$ cat src/rtl/serial_word_tx_pkg.sv
// Shared definitions for the two-wire serial word link (strobe + data).
// Latency: n/a (types and constants only).
// Backpressure: n/a.
package serial_word_tx_pkg;

  // Transmitter FSM encoding, also used by the receiver-side models.
  typedef enum logic [1:0] {
    ST_IDLE = 2'd0,
    ST_LOW  = 2'd1,
    ST_HIGH = 2'd2,
    ST_GAP  = 2'd3
  } tx_state_t;

  // Default link timing: bits per word, CLK cycles per strobe half-period,
  // and strobe-low cycles after the last bit.
  localparam int DEF_WORD_LENGTH = 20;
  localparam int DEF_CLK_DIV     = 4;
  localparam int DEF_IDLE_GAP    = 8;

  // The phase timer must hold the larger of the two loaded durations.
  function automatic int timer_width(input int clk_div, input int idle_gap);
    int m;
    m = (clk_div > idle_gap) ? clk_div : idle_gap;
    return $clog2(m) + 1;
  endfunction

endpackage

$ cat src/rtl/serial_word_tx_phase_timer.sv
// Loadable down-counter with a terminal-count flag for strobe phases and the gap.
// Latency: o_tc is high once the count reaches zero; a load takes effect next cycle.
// Backpressure: none; the counter holds at zero until reloaded.
module serial_word_tx_phase_timer #(
  parameter int W = 4
) (
  input  logic         i_clk,
  input  logic         i_rst,
  input  logic         i_load,
  input  logic [W-1:0] i_load_val,
  output logic         o_tc
);

  logic [W-1:0] r_count;

  // Load wins over counting; the count saturates at zero.
  always_ff @(posedge i_clk or posedge i_rst) begin
    if (i_rst) begin
      r_count <= '0;
    end else if (i_load) begin
      r_count <= i_load_val;
    end else if (r_count != '0) begin
      r_count <= r_count - 1'b1;
    end
  end

  assign o_tc = (r_count == '0);

endmodule

$ cat src/rtl/serial_word_tx.sv
// Serialises one parallel word into WORD_LENGTH strobe pulses, bit 0 first.
// Latency: first strobe rise CLK_DIV+1 cycles after accept; DONE after 2*CLK_DIV*WORD_LENGTH+IDLE_GAP+1.
// Backpressure: w_READY is low from accept until the gap ends; w_VALID is ignored meanwhile.
module serial_word_tx
  import serial_word_tx_pkg::*;
#(
  parameter int WORD_LENGTH = DEF_WORD_LENGTH,
  parameter int CLK_DIV     = DEF_CLK_DIV,
  parameter int IDLE_GAP    = DEF_IDLE_GAP
) (
  input  logic                   CLK,
  input  logic                   RST,
  input  logic [WORD_LENGTH-1:0] b_DATA_IN,
  input  logic                   w_VALID,
  output logic                   w_READY,
  output logic                   w_SER_CLK,
  output logic                   w_SER_DATA,
  output logic                   w_BUSY,
  output logic                   w_DONE
);

  localparam int BW = $clog2(WORD_LENGTH) + 1;
  localparam int TW = timer_width(CLK_DIV, IDLE_GAP);

  // The first low phase is one cycle longer because the accept cycle itself
  // counts against it; every other phase lasts exactly its nominal length.
  localparam logic [TW-1:0] LD_FIRST = TW'(CLK_DIV);
  localparam logic [TW-1:0] LD_HALF  = TW'(CLK_DIV - 1);
  localparam logic [TW-1:0] LD_GAP   = TW'((IDLE_GAP > 0) ? (IDLE_GAP - 1) : 0);
  localparam logic [BW-1:0] LAST_BIT = BW'(WORD_LENGTH - 1);

  tx_state_t              r_state;
  logic [WORD_LENGTH-1:0] r_shift;
  logic [BW-1:0]          r_bit_cnt;
  logic                   r_ser_clk;
  logic                   r_ser_data;
  logic                   r_ready;
  logic                   r_busy;
  logic                   r_done;

  logic                   w_accept;
  logic                   w_tc;
  logic                   w_last_bit;
  logic                   w_enter_idle;
  logic                   w_load;
  logic [TW-1:0]          w_load_val;
  logic [WORD_LENGTH-1:0] w_shift_next;

  assign w_accept     = (r_state == ST_IDLE) && r_ready && w_VALID;
  assign w_last_bit   = (r_bit_cnt == LAST_BIT);
  assign w_shift_next = r_shift >> 1;

  // Return to IDLE either at the end of the gap or, with no gap configured,
  // straight from the falling edge of the last strobe.
  assign w_enter_idle = ((r_state == ST_GAP) && w_tc) ||
                        ((r_state == ST_HIGH) && w_tc && w_last_bit && (IDLE_GAP == 0));

  // Choose when and with what duration to restart the phase timer.
  always_comb begin
    w_load     = 1'b0;
    w_load_val = '0;
    case (r_state)
      ST_IDLE: begin
        if (w_accept) begin
          w_load     = 1'b1;
          w_load_val = LD_FIRST;
        end
      end
      ST_LOW: begin
        if (w_tc) begin
          w_load     = 1'b1;
          w_load_val = LD_HALF;
        end
      end
      ST_HIGH: begin
        if (w_tc) begin
          w_load     = 1'b1;
          w_load_val = w_last_bit ? LD_GAP : LD_HALF;
        end
      end
      default: begin
        w_load     = 1'b0;
        w_load_val = '0;
      end
    endcase
  end

  serial_word_tx_phase_timer #(
    .W (TW)
  ) u_phase_timer (
    .i_clk      (CLK),
    .i_rst      (RST),
    .i_load     (w_load),
    .i_load_val (w_load_val),
    .o_tc       (w_tc)
  );

  // Transmit FSM; every output is a register so nothing is combinational from inputs.
  always_ff @(posedge CLK or posedge RST) begin
    if (RST) begin
      r_state    <= ST_IDLE;
      r_shift    <= '0;
      r_bit_cnt  <= '0;
      r_ser_clk  <= 1'b0;
      r_ser_data <= 1'b0;
      r_ready    <= 1'b0;
      r_busy     <= 1'b0;
      r_done     <= 1'b0;
    end else begin
      r_done <= 1'b0;
      case (r_state)
        ST_IDLE: begin
          if (w_accept) begin
            // Latch the whole word so the input may change freely while busy.
            r_shift    <= b_DATA_IN;
            r_ser_data <= b_DATA_IN[0];
            r_bit_cnt  <= '0;
            r_ready    <= 1'b0;
            r_busy     <= 1'b1;
            r_state    <= ST_LOW;
          end else begin
            // READY comes up on the first clock after reset release.
            r_ready    <= 1'b1;
            r_ser_data <= 1'b0;
          end
        end
        ST_LOW: begin
          if (w_tc) begin
            r_ser_clk <= 1'b1;
            r_state   <= ST_HIGH;
          end
        end
        ST_HIGH: begin
          if (w_tc) begin
            // Data only moves together with the falling strobe.
            r_ser_clk <= 1'b0;
            if (w_last_bit) begin
              if (IDLE_GAP != 0) begin
                r_state <= ST_GAP;
              end
            end else begin
              r_bit_cnt  <= r_bit_cnt + BW'(1);
              r_shift    <= w_shift_next;
              r_ser_data <= w_shift_next[0];
              r_state    <= ST_LOW;
            end
          end
        end
        default: begin
          // ST_GAP: strobe stays low and the last bit is held; exit handled below.
          r_ser_clk <= 1'b0;
        end
      endcase

      if (w_enter_idle) begin
        r_state    <= ST_IDLE;
        r_ready    <= 1'b1;
        r_busy     <= 1'b0;
        r_done     <= 1'b1;
        r_ser_data <= 1'b0;
      end
    end
  end

  assign w_READY    = r_ready;
  assign w_SER_CLK  = r_ser_clk;
  assign w_SER_DATA = r_ser_data;
  assign w_BUSY     = r_busy;
  assign w_DONE     = r_done;

endmodule

$ cat config.mk
export PLATFORM = sky130hd
export DESIGN_NAME = serial_word_tx
export DESIGN_NICKNAME = d
export VERILOG_FILES = /design/src/rtl/serial_word_tx_pkg.sv /design/src/rtl/serial_word_tx_phase_timer.sv /design/src/rtl/serial_word_tx.sv
export SDC_FILE = /design/constraint.sdc
export NUM_CORES = 1
export LEC_CHECK = 0
export ABC_AREA = 1
export BUFFER_PORTS_ARGS = -buffer_cell sky130_fd_sc_hd__clkbuf_2
export CORE_ASPECT_RATIO = 1.25
export CORE_UTILIZATION = 50
export CTS_BUF_LIST = sky130_fd_sc_hd__clkbuf_8 sky130_fd_sc_hd__clkbuf_16
export DETAILED_ROUTE_END_ITERATION = 12
export GPL_TIMING_DRIVEN = 0
export HOLD_SLACK_MARGIN = 0.06
export PLACE_DENSITY = 0.78
export RECOVER_POWER = 25
export REMOVE_ABC_BUFFERS = 1
export SLEW_MARGIN = 20
export SYNTH_ARGS = -nofsm -noshare
export SYNTH_HDL_FRONTEND = slang
export SYNTH_SLANG_ARGS = --single-unit
$ cat constraint.sdc
create_clock -name CLK -period 4.2 [get_ports CLK]
set_input_delay 0.21 -clock CLK [delete_from_list [all_inputs] [get_ports CLK]]
set_output_delay 0.21 -clock CLK [all_outputs]
set_load 0.02 [all_outputs]
==> out/qor.csv, run 1 <==
stage;metric;value;unit
die;die area;4440;um2
hold_path;worst hold path endpoint;r_shift[19]$_DFFE_PP0P_;
synth;Yosys reg bits;36;
finish;Multi-input gate area;1020;um2
worst_setup_path;crit-path leading delay family;adder cells;
drt;Vias/cell;4.94;
worst_setup_path;WS Path Type;register to register;
synth;Synth Area in XOR/XNOR;0.0168;
pwr;LEAKAGE;1.30;nW
placed_design;Place WS;1.27;ns
timing;fin crit period;2.91;ns
global_route;met1 Use GR;0.247;
placed_design;Port Buffers;27;
run_status;status;complete, no violations;
synth;Most used DFF post-synth;dfrtp_1;
clock_tree;CTS H-tree depth;2;
timing;Fmax;343;MHz
global_route;GRT Total Usage;0.204;
timing;final setup skew;0.00661;ns
worst_setup_path;Critical Path AT;3.10;ns
clock_tree;post-cts sizing count;0;
die;Starting Density;0.538;
drt;Vias;1765;
drt;starting DRC count in detailed routing;57;
global_route;M2 GR Usage;0.349;
die;I/O pins;28;
worst_setup_path;crit end category;register;
global_route;Remaining Overflow, GRT;0;
synth;mux cell area share after synthesis;0;
clock_tree;CTS tree;done;
hold_path;Hold Crit Class;primary input to register;
timing;Hold WS;0.152;ns
timing;Final setup viols;0;
synth;EDFF count, synth;0;
finish;antenna cells;0;
synth;top-area cell type share of the netlist area;0.432;
worst_setup_path;setup slack, reg-to-reg;1.29;ns
timing;Slew Viols, Final;0;
synth;Commonest cells post-synth;nand2_1 (134), dfrtp_1 (36), inv_1 (17);
global_route;first-pass GRT wire length;6.91;mm
clock_tree;hold-fix buffers at CTS;0;
placed_design;routability cong.;0.775;
global_route;busiest grt layer;met2;
clock_tree;root cell of the clock tree;clkbuf_8;
worst_setup_path;slowest stage cell, crit path;ha_1;
pwr;P per Cell Area;695;nW/um2
finish;filler cell count in the final layout;394;
synth;Post-synth ARST share;1.00;
drt;1st-pass router iterations;4;
finish;layout cell share with drive strength beyond 1;0.178;
synth;Seq/Total Area, Yosys;0.432;
finish;post-route insts no fill;357;
timing;RSZ-0062 raised after global routing;no;
synth;largest family of logic cells by synthesized area;simple AND/OR/NAND/NOR gates;
global_route;largest net degree at the start of global routing;37;
finish;register area;901;um2
die;Die Width;59.8;um
synth;most frequent cell after synthesis;nand2_1;
hold_path;cell count of the worst hold path;3;
timing;slew margin rel.;0.105;
global_route;initial antenna violation count;0;
timing;final setup TNS;0;ns
worst_setup_path;CP Buf/Inv Count;3;
timing;Worst Max-Slew Pin Slew;1.34;ns
synth;Adder-Cell Fraction of Synth Area;0.0540;
clock_tree;post-CTS setup buffer count;0;
synth;top post-synthesis cells by area;dfrtp_1 (43%), nand2_1 (24%), ha_1 (5.4%), nand2_2 (3.9%), nand3_1 (3.4%);
worst_setup_path;Reg-to-Reg Start;r_state[0]$_DFFE_PP0P_;
run;max cap viols;0;
timing;Hold Fails Final Rpt;0;
synth;cell taking the most area after synthesis;dfrtp_1;
synth;post-synthesis cell count;278;
clock_tree;clk slew on worst S/H paths;0.07;ns
synth;Post-Synth Simple-Gate Area;0.376;
drt;final wirelength;3.86;mm
clock_tree;clock sink total;36;
finish;P&R area growth vs syn;10.6;%
worst_setup_path;worst r2r dst;r_shift[13]$_DFFE_PP0P_;
worst_setup_path;worst reg2reg path depth;9;
clock_tree;maximum clock path buffer count;2;
drt;post-route DRC violation count;0;
worst_setup_path;WP data required;4.39;ns
hold_path;hold path start;b_DATA_IN[19];
drt;post-DR wirelength/cell;10.8;um
die;Core Box Area;3880;um2
clock_tree;number of CTS-inserted buffers;5;
finish;Final Core Density;0.595;
placed_design;dpl cells;349;
clock_tree;clock latency at the later pin of the worst-skew pair;0.29;ns
timing;fin crit share;0.694;
synth;Synth Cell Area;2090;um2
worst_setup_path;Most common cell on crit path;nand2_1;
die;number of core rows;25;
worst_setup_path;crit-path max FO;31;
synth;Compound-Gate Fraction of Synth Area;0.0432;
synth;synth warn;0;
worst_setup_path;Crit path depth;9;
drt;DRT antenna net count;0;
synth;Synth Area per Inst;7.50;um2
finish;Final Net Count;334;
global_route;met3 Use GR;0.0504;
timing;setup ws final;1.29;ns
synth;library cells used by synthesis;26;
worst_setup_path;Worst path max stage delay;0.86;ns
worst_setup_path;Critical Path Source Type;register;
placed_design;HPWL Detailed;2.60;mm
pwr;Max rail drop VDD;0.326;mV
worst_setup_path;CP cell instances;inv_1, ha_1, inv_2, nand2_1, nand2_2, nand3_4, inv_4, nand2_1, nand2_1;
die;die extent in y;74.2;um
global_route;number of global-route vias before repair;1668;
[logic make-up (layout without fill, tap and decap cells)]
| kind of cell | after synthesis | count (layout) |
|---|---|---|
| flip-flops | 36 | 36 |
| AND/OR/NAND/NOR | 183 | 183 |
| adder cells (fa/ha/maj) | 9 | 9 |
| AO/OA/AOI/OAI | 17 | 17 |
| buffers and inverters | 29 | 54 |
| XOR/XNOR | 4 | 4 |
[worst min-delay path: stages]
cell and delay (ns):
clkbuf_2 0.08, nand2_1 0.05, o21ai_1 0.06
[metrics by stage]
step	total power, W	area, um2
floorplan	0.00114	2000
global placement	0.00129	2200
detailed placement	0.00131	2200
CTS	0.00161	2310
global route	0.00176	2310
finish	0.00160	2310
[how the worst max path moves through the flow]
stage	end	start
6_report	r_shift[13]$_DFFE_PP0P_	r_state[0]$_DFFE_PP0P_
5_1_grt	r_shift[2]$_DFFE_PP0P_	r_state[0]$_DFFE_PP0P_
4_1_cts	r_shift[13]$_DFFE_PP0P_	r_state[0]$_DFFE_PP0P_
3_5_place_dp	r_shift[14]$_DFFE_PP0P_	r_state[0]$_DFFE_PP0P_
3_3_place_gp	r_shift[16]$_DFFE_PP0P_	r_state[0]$_DFFE_PP0P_
2_1_floorplan	r_bit_cnt[4]$_DFFE_PP0P_	r_state[0]$_DFFE_PP0P_
[sequential cells by signal (all words and copies together) (netlist names)]
name                   flops
w_READY                    1
w_SER_CLK                  1
r_shift                   19
r_bit_cnt                  6
u_phase_timer.r_count      4
r_state                    2
w_SER_DATA                 1
w_BUSY                     1
w_DONE                     1
[layout by cell type (no fill, tap or decap)]
cell type / instances
a21oi_1: 4
nand3_4: 1
xnor2_1: 2
nand4_2: 1
nor3_1: 2
o21bai_1: 2
nand3_1: 14
nand2_1: 134
clkbuf_2: 27
ha_1: 9
clkinv_2: 1
bufinv_16: 1
nor2_1: 12
inv_2: 1
nand4_1: 1
clkbuf_8: 5
xor2_1: 2
inv_4: 1
dfrtp_1: 36
o21ai_0: 6
o21ai_1: 5
inv_1: 18
nand2_2: 13
nor2_2: 2
nor2_4: 1
nand3b_1: 2
[layout make-up]
cell class                 instances  area share
tap                               54      0.0293
clock buffer                       5      0.0298
clock inverter                     3      0.0168
multi-input combinational        213       0.443
sequential                        36       0.390
timing repair buffer              27      0.0586
inverter                          19      0.0320
[power by group]
group / total, W / switching, W / internal (W)
combinational: 0.000717 / 0.000474 / 0.000243
clock: 0.000300 / 0.000127 / 0.000174
sequential: 0.000587 / 0.0000950 / 0.000492
total: 0.00160 / 0.000695 / 0.000909
[metal layers]
layer  vias up  part of all wire
li1        902                 -
met1       819              0.45
met2        42              0.50
met3         2             0.046
met4         0            0.0080
met5         -                 0
Power figures use the tool's default switching activity.
==> run 2, diff against run 1 <==
==> constraint.sdc (replaced) <==
create_clock -name CLK -period 2.7 [get_ports CLK]
set_input_delay 0.135 -clock CLK [delete_from_list [all_inputs] [get_ports CLK]]
set_output_delay 0.135 -clock CLK [all_outputs]
set_load 0.02 [all_outputs]
==> run 2 against run 1 <==
Against the previous run: combinational power grew 56%; fmax grew 25%; critical path depth is the same; sequential power grew 56%; sequential cell count is the same; via count grew 0.11%; critical endpoint unchanged.
==> out/qor.csv, run 2 (synthesis results as in run 1) <==
stage;metric;value;unit;change
clock_tree;number of CTS-inserted buffers;5;;unchanged
worst_setup_path;WS Path Type;register to register;;
hold_path;hold path start;b_DATA_IN[19];;
pwr;LEAKAGE;1.29;nW;-0.87%
timing;fin crit period;2.34;ns;-0.576 ns
worst_setup_path;crit path launch;r_state[0]$_DFFE_PP0P_;;
worst_setup_path;Critical Path AT;2.57;ns;-0.53 ns
run;max cap viols;0;;unchanged
worst_setup_path;worst r2r dst;r_shift[13]$_DFFE_PP0P_;;
clock_tree;CTS tree;done;;
timing;Final setup viols;0;;unchanged
timing;final setup TNS;0;ns;unchanged
drt;post-DR wirelength/cell;10.8;um;+0.26%
global_route;busiest grt layer;met2;;
die;I/O pins;28;;unchanged
clock_tree;maximum clock path buffer count;2;;unchanged
global_route;M2 GR Usage;0.353;;+0.00370
worst_setup_path;crit end category;register;;
worst_setup_path;crit-path max FO;31;;unchanged
worst_setup_path;Worst path max stage delay;0.46;ns;-0.40 ns
finish;Largest regs;r_shift (19), r_bit_cnt (6), u_phase_timer.r_count (4);;
die;die area;4440;um2;unchanged
hold_path;Hold Crit Class;primary input to register;;
finish;leading cell types in the layout, fill and taps excluded;nand2_1 (134), dfrtp_1 (36), clkbuf_2 (22), inv_1 (18), nand3_1 (14);;
placed_design;Port Buffers;27;;unchanged
global_route;met1 Use GR;0.249;;+0.00112
timing;Worst Max-Slew Pin Slew;1.34;ns;-0.000820 ns
drt;post-route DRC violation count;0;;unchanged
timing;Hold Fails Final Rpt;0;;unchanged
worst_setup_path;WP data required;2.93;ns;-1.46 ns
drt;final wirelength;3.88;mm;+0.54%
drt;starting DRC count in detailed routing;61;;+7.0%
pwr;P per Cell Area;1070;nW/um2;+55%
global_route;met3 Use GR;0.0504;;unchanged
timing;Fmax;428;MHz;+25%
timing;final setup skew;0.00804;ns;+0.00142 ns
die;Core Box Area;3880;um2;unchanged
die;Starting Density;0.538;;unchanged
global_route;largest net degree at the start of global routing;37;;unchanged
pwr;Max rail drop VDD;0.528;mV;+62%
run_status;status;complete, no violations;;
hold_path;worst hold path endpoint;r_shift[19]$_DFFE_PP0P_;;
clock_tree;clk slew on worst S/H paths;0.08;ns;about the same
timing;fin crit share;0.866;;+0.172
drt;DRT antenna net count;0;;unchanged
worst_setup_path;CP cell instances;inv_1, ha_4, inv_2, nand2_1, nand2_2, nand3_4, inv_4, nand2_1, nand2_1;;
finish;register bank with the most flops;r_shift;;
global_route;number of global-route vias before repair;1668;;unchanged
die;number of core rows;25;;unchanged
drt;Vias;1767;;+0.11%
finish;antenna cells;0;;unchanged
finish;Final Core Density;0.599;;+0.00419
worst_setup_path;slowest stage cell, crit path;dfrtp_1;;
die;die extent in y;74.2;um;unchanged
placed_design;routability cong.;0.775;;unchanged
clock_tree;root cell of the clock tree;clkbuf_8;;
clock_tree;post-CTS setup buffer count;0;;unchanged
finish;Largest register FFs;19;;unchanged
timing;Hold WS;0.0772;ns;-0.0748 ns
finish;Final Net Count;335;;+0.30%
global_route;GRT Total Usage;0.205;;+0.00146
timing;RSZ-0062 raised after global routing;no;;
worst_setup_path;Critical Path Source Type;register;;
clock_tree;clock latency at the later pin of the worst-skew pair;0.29;ns;about the same
worst_setup_path;setup slack, reg-to-reg;0.36;ns;-0.92 ns
worst_setup_path;worst reg2reg path depth;9;;unchanged
worst_setup_path;Most common cell on crit path;nand2_1;;
global_route;initial antenna violation count;0;;unchanged
finish;P&R area growth vs syn;11.4;%;
global_route;first-pass GRT wire length;6.94;mm;+0.51%
worst_setup_path;Reg-to-Reg Start;r_state[0]$_DFFE_PP0P_;;
finish;most common cell after layout, fill and taps aside;nand2_1;;
drt;1st-pass router iterations;4;;unchanged
global_route;Remaining Overflow, GRT;0;;unchanged
finish;filler cell count in the final layout;397;;+0.76%
hold_path;cell count of the worst hold path;3;;unchanged
clock_tree;clock sink total;36;;unchanged
timing;Slew Viols, Final;0;;unchanged
drt;Vias/cell;4.94;;-0.17%
timing;slew margin rel.;0.106;;+0.000547
die;Die Width;59.8;um;unchanged
clock_tree;CTS H-tree depth;2;;unchanged
finish;layout cell share with drive strength beyond 1;0.164;;-0.0137
pwr;Tot Pwr;0.00250;W;+56%
placed_design;HPWL Detailed;2.60;mm;unchanged
[run 2: changes by cell type in the layout (fill, tap and decap cells not counted)]
cell	change
clkbuf_2	-5
ha_4	+1
ha_1	-1
clkbuf_1	+5
dlygate4sd3_1	+1
[run 2: cell type report]
class / count / area, um2 / area share
multi-input cells: 213 / 1030 / 0.445
clock buffers: 5 / 68.8 / 0.0296
clock inverters: 3 / 38.8 / 0.0167
inverters: 19 / 73.8 / 0.0318
flip-flops and latches: 36 / 901 / 0.388
well taps: 54 / 67.6 / 0.0291
repair buffers: 28 / 139 / 0.0598
[run 2: where the power goes]
part           total (W)  switching (W)  internal [W]
Sequential      0.000914       0.000149      0.000765
Clock           0.000465       0.000195      0.000270
Combinational    0.00112       0.000739      0.000377
[run 2: how the worst max path moves through the flow]
stage / end / slack, ns
2_1_floorplan: r_bit_cnt[4]$_DFFE_PP0P_ / 0.45
3_3_place_gp: r_shift[16]$_DFFE_PP0P_ / -0.26
3_5_place_dp: r_shift[14]$_DFFE_PP0P_ / -0.23
4_1_cts: r_shift[13]$_DFFE_PP0P_ / 0.20
5_1_grt: r_shift[3]$_DFFE_PP0P_ / 0.09
6_report: r_shift[13]$_DFFE_PP0P_ / 0.36
[run 2: timing repair]
action                     4_1_cts  5_1_grt
hold buffers                     1        0
setup endpoints to repair       25       14
resized for setup                1        1
hold endpoints to repair        36        0
[run 2: through the flow]
step	cells	worst slack [ns]	area, um2
floorplan	268	0.451	2000
global placement	349	-0.258	2200
detailed placement	349	-0.232	2200
CTS	358	0.199	2320
global route	358	0.0924	2320
finish	358	0.362	2320
[run 2: metal layers]
layer / wire length (um) / vias up
li1: - / 905
met1: 1740 / 821
met2: 1930 / 37
met3: 154 / 4
met4: 53 / 0
met5: 0 / -
[run 2: critical path, delay by kind of cell, from the launching register on]
| family | cells | cell delay, ns |
|---|---|---|
| flip-flops | 1 | 0.46 |
| adder cells (fa/ha/maj) | 1 | 0.29 |
| AND/OR/NAND/NOR | 5 | 0.69 |
| buffers and inverters | 3 | 0.82 |
==> run 3, diff against run 2 <==
--- a/config.mk
+++ b/config.mk
@@ -5,7 +5,6 @@
 export SDC_FILE = /design/constraint.sdc
 export NUM_CORES = 1
 export LEC_CHECK = 0
-export ABC_AREA = 1
 export BUFFER_PORTS_ARGS = -buffer_cell sky130_fd_sc_hd__clkbuf_2
 export CORE_ASPECT_RATIO = 1.25
 export CORE_UTILIZATION = 50
==> run 3 against run 2 <==
Against the previous run: the run now ends with DRC left; via count decreased by 18%; synthesized area decreased by 8.0%; critical path type unchanged; routed wire length decreased by 8.8%; critical path depth decreased by 1; sequential share of layout area increased by 2.4 points; clock skew decreased by 0.0037 ns.
==> out/qor.csv, run 3 <==
stage;metric;value;unit;change
die;Core Box Area;3570;um2;-7.9%
timing;fin crit period;2.45;ns;+0.112 ns
finish;filler cell count in the final layout;314;;-21%
drt;post-DR wirelength/cell;13.7;um;+27%
clock_tree;number of CTS-inserted buffers;5;;unchanged
worst_setup_path;crit-path leading delay family;compound AO/OA/AOI/OAI gates;;
drt;final wirelength;3.54;mm;-8.8%
synth;Yosys reg bits;36;;unchanged
timing;Worst Max-Slew Pin Slew;1.32;ns;-0.0227 ns
clock_tree;root cell of the clock tree;clkbuf_8;;
synth;post-synthesis cell count;190;;-32%
clock_tree;CTS H-tree depth;2;;unchanged
synth;Synth Cell Area;1920;um2;-8.0%
pwr;LEAKAGE;1.13;nW;-13%
global_route;met3 Use GR;0.0578;;+0.00733
timing;Slew Viols, Final;0;;unchanged
drt;Vias;1446;;-18%
global_route;number of global-route vias before repair;1486;;-11%
die;die extent in y;71.3;um;-4.0%
synth;Post-synth ARST share;1.00;;unchanged
clock_tree;CTS tree;done;;
die;number of core rows;24;;-4.0%
global_route;busiest grt layer;met2;;
drt;starting DRC count in detailed routing;27;;-56%
worst_setup_path;CP Buf/Inv Count;3;;unchanged
finish;register bank with the most flops;r_shift;;
run_status;failing checks;DRC;;
timing;slew margin rel.;0.121;;+0.0151
worst_setup_path;WP data required;2.88;ns;-0.05 ns
timing;fin crit share;0.907;;+0.0415
finish;leading cell types in the layout, fill and taps excluded;dfrtp_1 (36), nor2_1 (27), a21oi_1 (23), clkbuf_2 (22), mux2i_1 (20);;
drt;1st-pass router iterations;8;;+4
worst_setup_path;Critical Path AT;2.63;ns;+0.06 ns
global_route;M2 GR Usage;0.339;;-0.0146
finish;layout cell share with drive strength beyond 1;0.169;;+0.00448
worst_setup_path;WS Path Type;register to register;;
timing;Fmax;408;MHz;-4.6%
finish;antenna cells;0;;unchanged
clock_tree;clk slew on worst S/H paths;0.07;ns;about the same
drt;Vias/cell;5.60;;+14%
finish;register area;901;um2;unchanged
worst_setup_path;Critical Path Source Type;register;;
pwr;Tot Pwr;0.000954;W;-62%
clock_tree;clock sink total;36;;unchanged
global_route;largest net degree at the start of global routing;37;;unchanged
synth;Synth Area per Inst;10.1;um2;+35%
die;die area;4090;um2;-7.7%
finish;most common cell after layout, fill and taps aside;dfrtp_1;;
worst_setup_path;Most common cell on crit path;buf_8;;
worst_setup_path;Worst path max stage delay;0.49;ns;+0.03 ns
synth;library cells used by synthesis;39;;+50%
clock_tree;maximum clock path buffer count;2;;unchanged
synth;most frequent cell after synthesis;dfrtp_1;;
pwr;Max rail drop VDD;0.313;mV;-41%
global_route;initial antenna violation count;0;;unchanged
synth;EDFF count, synth;0;;unchanged
synth;Commonest cells post-synth;dfrtp_1 (36), nor2_1 (27), a21oi_1 (23);;
worst_setup_path;crit end category;register;;
synth;top post-synthesis cells by area;dfrtp_1 (47%), mux2i_1 (10%), a21oi_1 (6.0%), ha_1 (5.9%), nor2_1 (5.3%);;
clock_tree;clock latency at the later pin of the worst-skew pair;0.29;ns;about the same
synth;synth warn;0;;unchanged
die;Starting Density;0.537;;-0.000627
global_route;first-pass GRT wire length;6.30;mm;-9.2%
worst_setup_path;crit-path max FO;22;;-29%
timing;RSZ-0062 raised after global routing;no;;
finish;P&R area growth vs syn;14.0;%;
synth;Seq/Total Area, Yosys;0.469;;+0.0374
run;max cap viols;0;;unchanged
timing;Hold Fails Final Rpt;0;;unchanged
finish;Final Net Count;251;;-25%
synth;cell taking the most area after synthesis;dfrtp_1;;
timing;Final setup viols;0;;unchanged
global_route;GRT Total Usage;0.201;;-0.00432
die;I/O pins;28;;unchanged
hold_path;Hold Crit Class;primary input to register;;
timing;final setup skew;0.00434;ns;-0.00370 ns
worst_setup_path;CP cell instances;inv_1, ha_4, nand4bb_1, a221oi_4, buf_8, buf_8, o21ai_1, a32o_1;;
global_route;met1 Use GR;0.230;;-0.0185
placed_design;routability cong.;0.825;;+6.4%
synth;top-area cell type share of the netlist area;0.469;;+0.0374
global_route;Remaining Overflow, GRT;0;;unchanged
timing;final setup TNS;0;ns;unchanged
finish;Multi-input gate area;938;um2;-9.3%
synth;Most used DFF post-synth;dfrtp_1;;
die;Die Width;57.4;um;-3.9%
placed_design;Port Buffers;27;;unchanged
drt;DRT antenna net count;0;;unchanged
placed_design;HPWL Detailed;2.39;mm;-8.1%
worst_setup_path;slowest stage cell, crit path;a221oi_4;;
finish;Largest regs;r_shift (19), r_bit_cnt (6), u_phase_timer.r_count (4);;
run_status;status;finished, violations left;;
drt;post-route DRC violation count;2;;+2
pwr;P per Cell Area;436;nW/um2;-59%
finish;Largest register FFs;19;;unchanged
run 3: cell types whose count changed after synthesis, sizes merged, moves of 3 or more:
cell,change
nor2,+12
a21oi,+19
inv,-9
nand3,-8
o21ai,-4
nand2,-141
nand2b,+3
mux2i,+20
run 3: area by class of cell:
type	instances	share of cell area
Tap cell	39	0.0223
Clock inverter	2	0.00400
Timing Repair Buffer	31	0.0841
Sequential cell	36	0.412
Multi-Input combinational cell	135	0.429
Inverter	10	0.0172
Clock buffer	5	0.0315
run 3: where the power goes:
part,switching [W],internal (W),total [W]
Combinational,0.0000226,0.0000214,0.0000439
Clock,0.000184,0.000171,0.000356
Sequential,0.00000536,0.000549,0.000554
run 3: stage by stage:
stage | area [um2] | hold WS, ns | instances | utilization | setup slack [ns]
2_1_floorplan | 1860 | 0.282 | 181 | - | -0.611
3_3_place_gp | 2050 | 0.376 | 247 | 0.573 | -1.27
3_5_place_dp | 2080 | 0.307 | 249 | 0.582 | -0.148
4_1_cts | 2180 | 0.0807 | 257 | 0.610 | 0.0886
5_1_grt | 2190 | 0.120 | 258 | 0.612 | 0.0443
6_report | 2190 | 0.0867 | 258 | 0.612 | 0.250
run 3: worst paths after layout:
path | end | cells after the start | slack [ns] | startpoint
min in group asynchronous | r_shift[14]$_DFFE_PP0P_ | 3 | 0.77 | RST
max in group asynchronous | u_phase_timer.r_count[3]$_DFFE_PP0P_ | 3 | 1.16 | RST
hold reg to reg | w_BUSY$_DFFE_PP0P_ | 1 | 0.49 | w_BUSY$_DFFE_PP0P_
setup reg to reg | r_bit_cnt[5]$_DFFE_PP0P_ | 8 | 0.25 | r_state[0]$_DFFE_PP0P_
hold / removal | r_shift[19]$_DFFE_PP0P_ | 3 | 0.09 | b_DATA_IN[19]
setup / recovery | r_bit_cnt[5]$_DFFE_PP0P_ | 8 | 0.25 | r_state[0]$_DFFE_PP0P_
run 3: metal layers:
layer / part of all wire / vias up / wire length (um)
met2: 0.49 / 33 / 1740
li1: - / 726 / -
met4: 0.022 / 0 / 79
met5: 0 / - / 0
met1: 0.44 / 679 / 1540
met3: 0.049 / 8 / 173
run 3: cells by family after synthesis:
| group | Yosys count | synth area share |
|---|---|---|
| AO/OA/AOI/OAI | 44 | 0.146 |
| buffers and inverters | 19 | 0.0482 |
| adder cells (fa/ha/maj) | 9 | 0.0587 |
| XOR/XNOR | 3 | 0.0137 |
| flip-flops | 36 | 0.469 |
| multiplexers | 20 | 0.104 |
| AND/OR/NAND/NOR | 59 | 0.160 |
run 3: worst register-to-register path, stage by stage (launching register included):
cell	delay, ns
dfrtp_1	0.45
inv_1	0.17
ha_4	0.33
nand4bb_1	0.20
a221oi_4	0.49
buf_8	0.23
buf_8	0.18
o21ai_1	0.09
a32o_1	0.20
run 3: timing repair:
action / 4_1_cts / 5_1_grt
pin swaps: 0 / 0
resized for setup: 1 / 0
endpoints found under the setup margin: 11 / 1
setup buffers: 0 / 1
gates cloned: 0 / 0
endpoints found under the hold margin: 36 / 0
hold buffers: 1 / 0
